$ cat config.mk
export PLATFORM = sky130hd
export DESIGN_NAME = i2c_txn_arbiter
export DESIGN_NICKNAME = d
export VERILOG_FILES = /design/src/rtl/i2c_txn_arbiter.sv
export SDC_FILE = /design/constraint.sdc
export NUM_CORES = 1
export LEC_CHECK = 0
export ABC_AREA = 0
export BUFFER_PORTS_ARGS = -buffer_cell sky130_fd_sc_hd__buf_4
export CAP_MARGIN = 20
export CELL_PAD_IN_SITES_DETAIL_PLACEMENT = 1
export CELL_PAD_IN_SITES_GLOBAL_PLACEMENT = 2
export CORE_ASPECT_RATIO = 0.9
export CORE_MARGIN = 8
export CORE_UTILIZATION = 26
export CTS_CLUSTER_SIZE = 12
export DETAILED_ROUTE_END_ITERATION = 8
export GPL_TIMING_DRIVEN = 0
export PLACE_DENSITY_LB_ADDON = 0.1
export SLEW_MARGIN = 20
export SYNTH_ARGS = -nofsm -noshare
export SYNTH_HDL_FRONTEND = slang
export SYNTH_SLANG_ARGS = --single-unit
export TNS_END_PERCENT = 5
$ cat constraint.sdc
create_clock -name clk -period 1.9 [get_ports clk]
set_input_delay 0.19 -clock clk [delete_from_list [all_inputs] [get_ports clk]]
set_output_delay 0.19 -clock clk [all_outputs]
set_load 0.1 [all_outputs]
$ cat src/rtl/i2c_txn_arbiter.sv
// Round-robin arbiter sharing one I2C byte engine between NREQ write requesters.
// Shadows each granted transaction, then sequences address, data bytes, STOP and bus-free gap.
module i2c_txn_arbiter #(
  parameter int unsigned NREQ       = 2,
  parameter int unsigned GAP_CYCLES = 256
) (
  input  logic                 clk,
  input  logic                 reset_n,
  input  logic [NREQ-1:0]      req_valid,
  input  logic [7*NREQ-1:0]    req_addr,
  input  logic [2*NREQ-1:0]    req_len,
  input  logic [32*NREQ-1:0]   req_data,
  output logic [NREQ-1:0]      req_ack,
  output logic [NREQ-1:0]      req_done,
  output logic                 req_nack,
  output logic                 busy,
  output logic                 eng_halt,
  output logic                 eng_enable,
  output logic [7:0]           eng_din,
  input  logic                 eng_ready,
  input  logic                 eng_ack
);

  localparam int unsigned PW = (NREQ > 2) ? 2 : 1;
  localparam int unsigned GW = $clog2(GAP_CYCLES + 1);

  typedef enum logic [2:0] {
    S_IDLE,
    S_ADDR,
    S_DATA,
    S_STOP,
    S_GAP
  } state_e;

  state_e            state_q, state_d;
  logic [PW-1:0]     grant_q, grant_d;
  logic [PW-1:0]     rr_q, rr_d;
  logic [1:0]        len_q, len_d;
  logic [31:0]       data_q, data_d;
  logic [1:0]        idx_q, idx_d;
  logic              nack_q, nack_d;
  logic [GW-1:0]     gap_q, gap_d;
  logic              busy_q, busy_d;
  logic              halt_q, halt_d;
  logic              enable_q, enable_d;
  logic [7:0]        din_q, din_d;
  logic [NREQ-1:0]   ack_q, ack_d;
  logic [NREQ-1:0]   done_q, done_d;
  logic              rnack_q, rnack_d;

  logic              found;
  logic [PW-1:0]     sel;
  logic [PW-1:0]     cand;
  logic [6:0]        cap_addr;
  logic [1:0]        cap_len;
  logic [31:0]       cap_data;
  logic              go_stop;
  logic              nack_set;

  // First valid requester at or after the round-robin pointer, plus its fields.
  always_comb begin
    found    = 1'b0;
    sel      = '0;
    cand     = '0;
    cap_addr = '0;
    cap_len  = '0;
    cap_data = '0;
    for (int unsigned k = 0; k < NREQ; k++) begin
      cand = PW'((32'(rr_q) + k) % NREQ);
      if (!found && req_valid[cand]) begin
        found = 1'b1;
        sel   = cand;
      end
    end
    for (int unsigned k = 0; k < NREQ; k++) begin
      if (sel == PW'(k)) begin
        cap_addr = req_addr[7*k +: 7];
        cap_len  = req_len[2*k +: 2];
        cap_data = req_data[32*k +: 32];
      end
    end
  end

  always_comb begin
    state_d  = state_q;
    grant_d  = grant_q;
    rr_d     = rr_q;
    len_d    = len_q;
    data_d   = data_q;
    idx_d    = idx_q;
    nack_d   = nack_q;
    gap_d    = gap_q;
    busy_d   = busy_q;
    halt_d   = halt_q;
    enable_d = enable_q;
    din_d    = din_q;
    ack_d    = '0;
    done_d   = '0;
    rnack_d  = 1'b0;
    go_stop  = 1'b0;
    nack_set = 1'b0;

    unique case (state_q)
      S_IDLE: begin
        if (found) begin
          grant_d    = sel;
          rr_d       = PW'((32'(sel) + 1) % NREQ);
          len_d      = cap_len;
          data_d     = cap_data;
          idx_d      = '0;
          ack_d[sel] = 1'b1;
          busy_d     = 1'b1;
          halt_d     = 1'b0;
          enable_d   = 1'b1;
          din_d      = {cap_addr, 1'b0};
          state_d    = S_ADDR;
        end
      end
      S_ADDR: begin
        if (eng_ready) begin
          if (eng_ack) begin
            go_stop  = 1'b1;
            nack_set = 1'b1;
          end else begin
            din_d   = data_q[31:24];
            data_d  = {data_q[23:0], 8'h00};
            state_d = S_DATA;
          end
        end
      end
      S_DATA: begin
        if (eng_ready) begin
          if (eng_ack) begin
            go_stop  = 1'b1;
            nack_set = 1'b1;
          end else if (idx_q == len_q) begin
            go_stop = 1'b1;
          end else begin
            idx_d  = idx_q + 1'b1;
            din_d  = data_q[31:24];
            data_d = {data_q[23:0], 8'h00};
          end
        end
      end
      S_STOP: begin
        nack_d  = 1'b0;
        gap_d   = GW'(GAP_CYCLES - 1);
        state_d = S_GAP;
      end
      S_GAP: begin
        if (gap_q == '0) begin
          busy_d  = 1'b0;
          state_d = S_IDLE;
        end else begin
          gap_d = gap_q - 1'b1;
        end
      end
      default: state_d = S_IDLE;
    endcase

    // STOP outputs are registered on entry so halt/done are visible during the STOP cycle.
    if (go_stop) begin
      state_d         = S_STOP;
      enable_d        = 1'b0;
      halt_d          = 1'b1;
      nack_d          = nack_q | nack_set;
      rnack_d         = nack_q | nack_set;
      done_d[grant_q] = 1'b1;
    end
  end

  always_ff @(posedge clk) begin
    if (!reset_n) begin
      state_q  <= S_IDLE;
      grant_q  <= '0;
      rr_q     <= '0;
      len_q    <= '0;
      data_q   <= '0;
      idx_q    <= '0;
      nack_q   <= 1'b0;
      gap_q    <= '0;
      busy_q   <= 1'b0;
      halt_q   <= 1'b1;
      enable_q <= 1'b0;
      din_q    <= '0;
      ack_q    <= '0;
      done_q   <= '0;
      rnack_q  <= 1'b0;
    end else begin
      state_q  <= state_d;
      grant_q  <= grant_d;
      rr_q     <= rr_d;
      len_q    <= len_d;
      data_q   <= data_d;
      idx_q    <= idx_d;
      nack_q   <= nack_d;
      gap_q    <= gap_d;
      busy_q   <= busy_d;
      halt_q   <= halt_d;
      enable_q <= enable_d;
      din_q    <= din_d;
      ack_q    <= ack_d;
      done_q   <= done_d;
      rnack_q  <= rnack_d;
    end
  end

  assign req_ack    = ack_q;
  assign req_done   = done_q;
  assign req_nack   = rnack_q;
  assign busy       = busy_q;
  assign eng_halt   = halt_q;
  assign eng_enable = enable_q;
  assign eng_din    = din_q;

endmodule

==> metrics.cfg <==
[yosys]
synth-main-ff-cell = dfxtp_1
seq_area_frac_synth_pct = 40.9
syn_nets = 463
syn_inst = 373
ys_types = 45
yosysWarnings = 0
syn_area_per_cell_um2 = 8.78
yosys_register_bits = 67
async_reset_ff_share_pct = 0
synth_edf_count = 0
syn_area_um2 = 3280

[power]
power.leakage_nw = 2.13
peakVddDrop_v = 0.000464
power.total_mw = 6.41
power_density_nw_per_um2 = 1350

[grt]
antenna_found_initial = 0
grtUsageTotal_pct = 14.3
grt_pass1_wl_um = 18400
grt_max_degree = 11
overflow = 0
first_global_vias = 3420

[timing]
max_freq_mhz = 513
relSlewSlack_pct = 50.3
final_max_slew_viol_count = 0
finalHoldViolations = 0
layout_setup_ws_ps = -51.2
fin_skew_ps = 3.80
min_period_ps = 1950
tightestPinTransition_ps = 740
fin_crit_sh_pct = 103
setup_viol_count_final = 2
grt_setup_unrepaired = yes

[worst_setup_path]
critical_path_class = flip-flop to flip-flop
required_ps = 2150
path_cells = buf_6, or3b_4, a41oi_4, nand3_4, or4_4, a31oi_1
cp_top_family = simple AND/OR/NAND/NOR gates
rrSetupSlack_ps = -50
crit_arrival_ps = 2200
critical_path_buf_inv_count = 1
critPathCaptureType = flip-flop
rr_endpoint = gap_q[7]
slowest_stage = or3b_4
slowest_delay_ps = 430
cp-start-kind = flip-flop
critPathMaxFanout = 5
r2r_cells = 6
r2r_start = state_q[0]

[route]
dr.pass1.iters = 4
ant_nets = 0
viasPerCell = 4.79
drt_iter0_drc = 119
drc = 0
vias = 3189
routed_wl_um = 11800
avgRoutedWirePerCell_um = 17.7

[layout]
diodes = 0
multi_input_area_um2 = 1880
fillerInstances = 1485
syn2layout_area_growth_pct = 45.1
layout.nets = 587
seq_area_um2 = 1340
drive_gt1_share_pct = 34.1

[placement]
gp_congestion = 0.733
place_ws_ps = -372
port_buffers = 102
dpl.hpwl_um = 8900

[floorplanning]
die_w_um = 134
pin_count = 104
start_util_pct = 26.2
core_um2 = 12500
die_h_um = 122
placementRows = 39
die-area_um2 = 16500

[flow_run]
maxCapViolations = 0

[clock_network]
root_buffer = clkbuf_16
clock_path_buffers = 2
clock_latency_ps = 330
cts.htree.levels = 3
clk_pin_slew_ps = 60
clock-sinks = 67
cts_buffers = 9
cts_tree = built

[hold_path]
holdCritPathClass = primary input to flip-flop
whs_endpoint = len_q[0]
hold_start = req_len[0]
hold_depth = 3

[run_status]
status = finished with violations
violations = setup timing

where the power goes:
part	internal (mW)	switching [mW]	leakage, nW	total, mW
clock network	1.13	0.610	0.150	1.74
registers	1.76	0.245	0.550	2.00
logic	0.943	1.73	1.43	2.68
repair_timing:
item / CTS / global route
pin swaps: 3 / 6
setup endpoints to repair: 55 / 44
hold endpoints to repair: 0 / 0
setup buffers: 5 / 5
hold buffers: 0 / 0
gates cloned: 0 / 1
gates resized for setup: 22 / 30
cells in the final DEF, fill, tap and decap left out, types with 5 or more instances in the layout:
| cell | count |
|---|---|
| xor2_1 | 5 |
| inv_1 | 5 |
| nor3_1 | 8 |
| dfxtp_1 | 65 |
| nand2_1 | 47 |
| buf_2 | 5 |
| buf_4 | 115 |
| or3_1 | 7 |
| clkbuf_1 | 6 |
| a21oi_1 | 22 |
| nor2_1 | 17 |
| mux2i_1 | 40 |
| o21ai_0 | 33 |
| clkbuf_2 | 12 |
| a22o_1 | 31 |
| clkbuf_16 | 9 |
| nand3_1 | 5 |
cell usage after synthesis (all sizes together) (2+ instances only):
| master | count | area [µm²] |
|---|---|---|
| and3 | 2 | 12.5 |
| a211oi | 3 | 22.5 |
| a21oi | 26 | 130 |
| nand3 | 6 | 42.5 |
| dfxtp | 67 | 1340 |
| nor3 | 9 | 45.0 |
| ha | 2 | 25.0 |
| xor2 | 5 | 43.8 |
| nor2 | 20 | 75.1 |
| a22oi | 2 | 15.0 |
| nand4b | 2 | 17.5 |
| o31ai | 2 | 15.0 |
| or4 | 3 | 22.5 |
| clkbuf | 20 | 75.1 |
| a21o | 3 | 22.5 |
| buf | 6 | 35.0 |
| nand4 | 4 | 25.0 |
| mux2i | 40 | 400 |
| nand2b | 3 | 18.8 |
| nand3b | 2 | 15.0 |
| nand2 | 47 | 176 |
| nor4 | 2 | 12.5 |
| o21ai | 33 | 165 |
| xnor2 | 3 | 26.3 |
| o211ai | 2 | 15.0 |
| inv | 5 | 18.8 |
| or3 | 8 | 50.1 |
| nor2b | 2 | 12.5 |
| a22o | 31 | 272 |
through the flow:
stage	util [%]	std cells	area (µm²)	TNS, ps	hold slack (ps)
6_report	38.1	666	4750	-71.2	127
5_1_grt	38.1	666	4750	-474	127
4_1_cts	37.2	660	4650	-1730	116
3_5_place_dp	34.0	639	4250	-13290	447
3_3_place_gp	34.0	639	4250	-12630	440
2_1_floorplan	-	373	3280	0	342
flip-flops by register name, indices dropped and copies added, names as in the netlist:
register and count:
data_q 32, gap_q 9, eng_din 8, state_q 3
idx_q 2, len_q 2, req_ack 2, req_done 2
busy 1, eng_enable 1, eng_halt 1, grant_q 1
nack_q 1, req_nack 1, rr_q 1
worst register-to-register path: stages, from the launching register on:
cell	delay [ps]
dfxtp_2	330
buf_6	120
or3b_4	430
a41oi_4	290
nand3_4	120
or4_4	420
a31oi_1	170
cell families after synthesis:
family / count (synthesis) / synth area share [%]
buffers and inverters: 32 / 4.05
adders and majority gates: 2 / 0.764
muxes: 40 / 12.2
AOI/OAI and AO/OA: 109 / 22.7
xor gates and xnor gates: 8 / 2.14
and+or+nand+nor: 115 / 17.2
DFF: 67 / 40.9
per-layer routing:
layer,GRT usage [%],part of all wire [%]
met1,19.1,50
met2,21.9,44
met3,4.66,4.5
met4,3.15,1.0
met5,0,0
area by class of cell:
class                   count  area share, %
multi-input cells         274           39.4
flip-flops and latches     67           28.3
repair buffers            113           17.8
clock buffers              15           5.84
well taps                 164           4.32
plain buffers              26           3.24
clock inverters             1          0.632
inverters                   6          0.474
worst max-delay path by stage:
| stage | start | to | depth (start not counted) |
|---|---|---|---|
| after CTS | state_q[0] | gap_q[7] | 6 |
| after global placement | req_valid[0] | data_q[28] | 8 |
| after global routing | state_q[0] | gap_q[7] | 6 |
| after floorplan | state_q[0] | gap_q[7] | 6 |
| final | state_q[0] | gap_q[7] | 6 |
| after detailed placement | req_valid[0] | data_q[28] | 8 |
(Power assumes the default switching activity.)
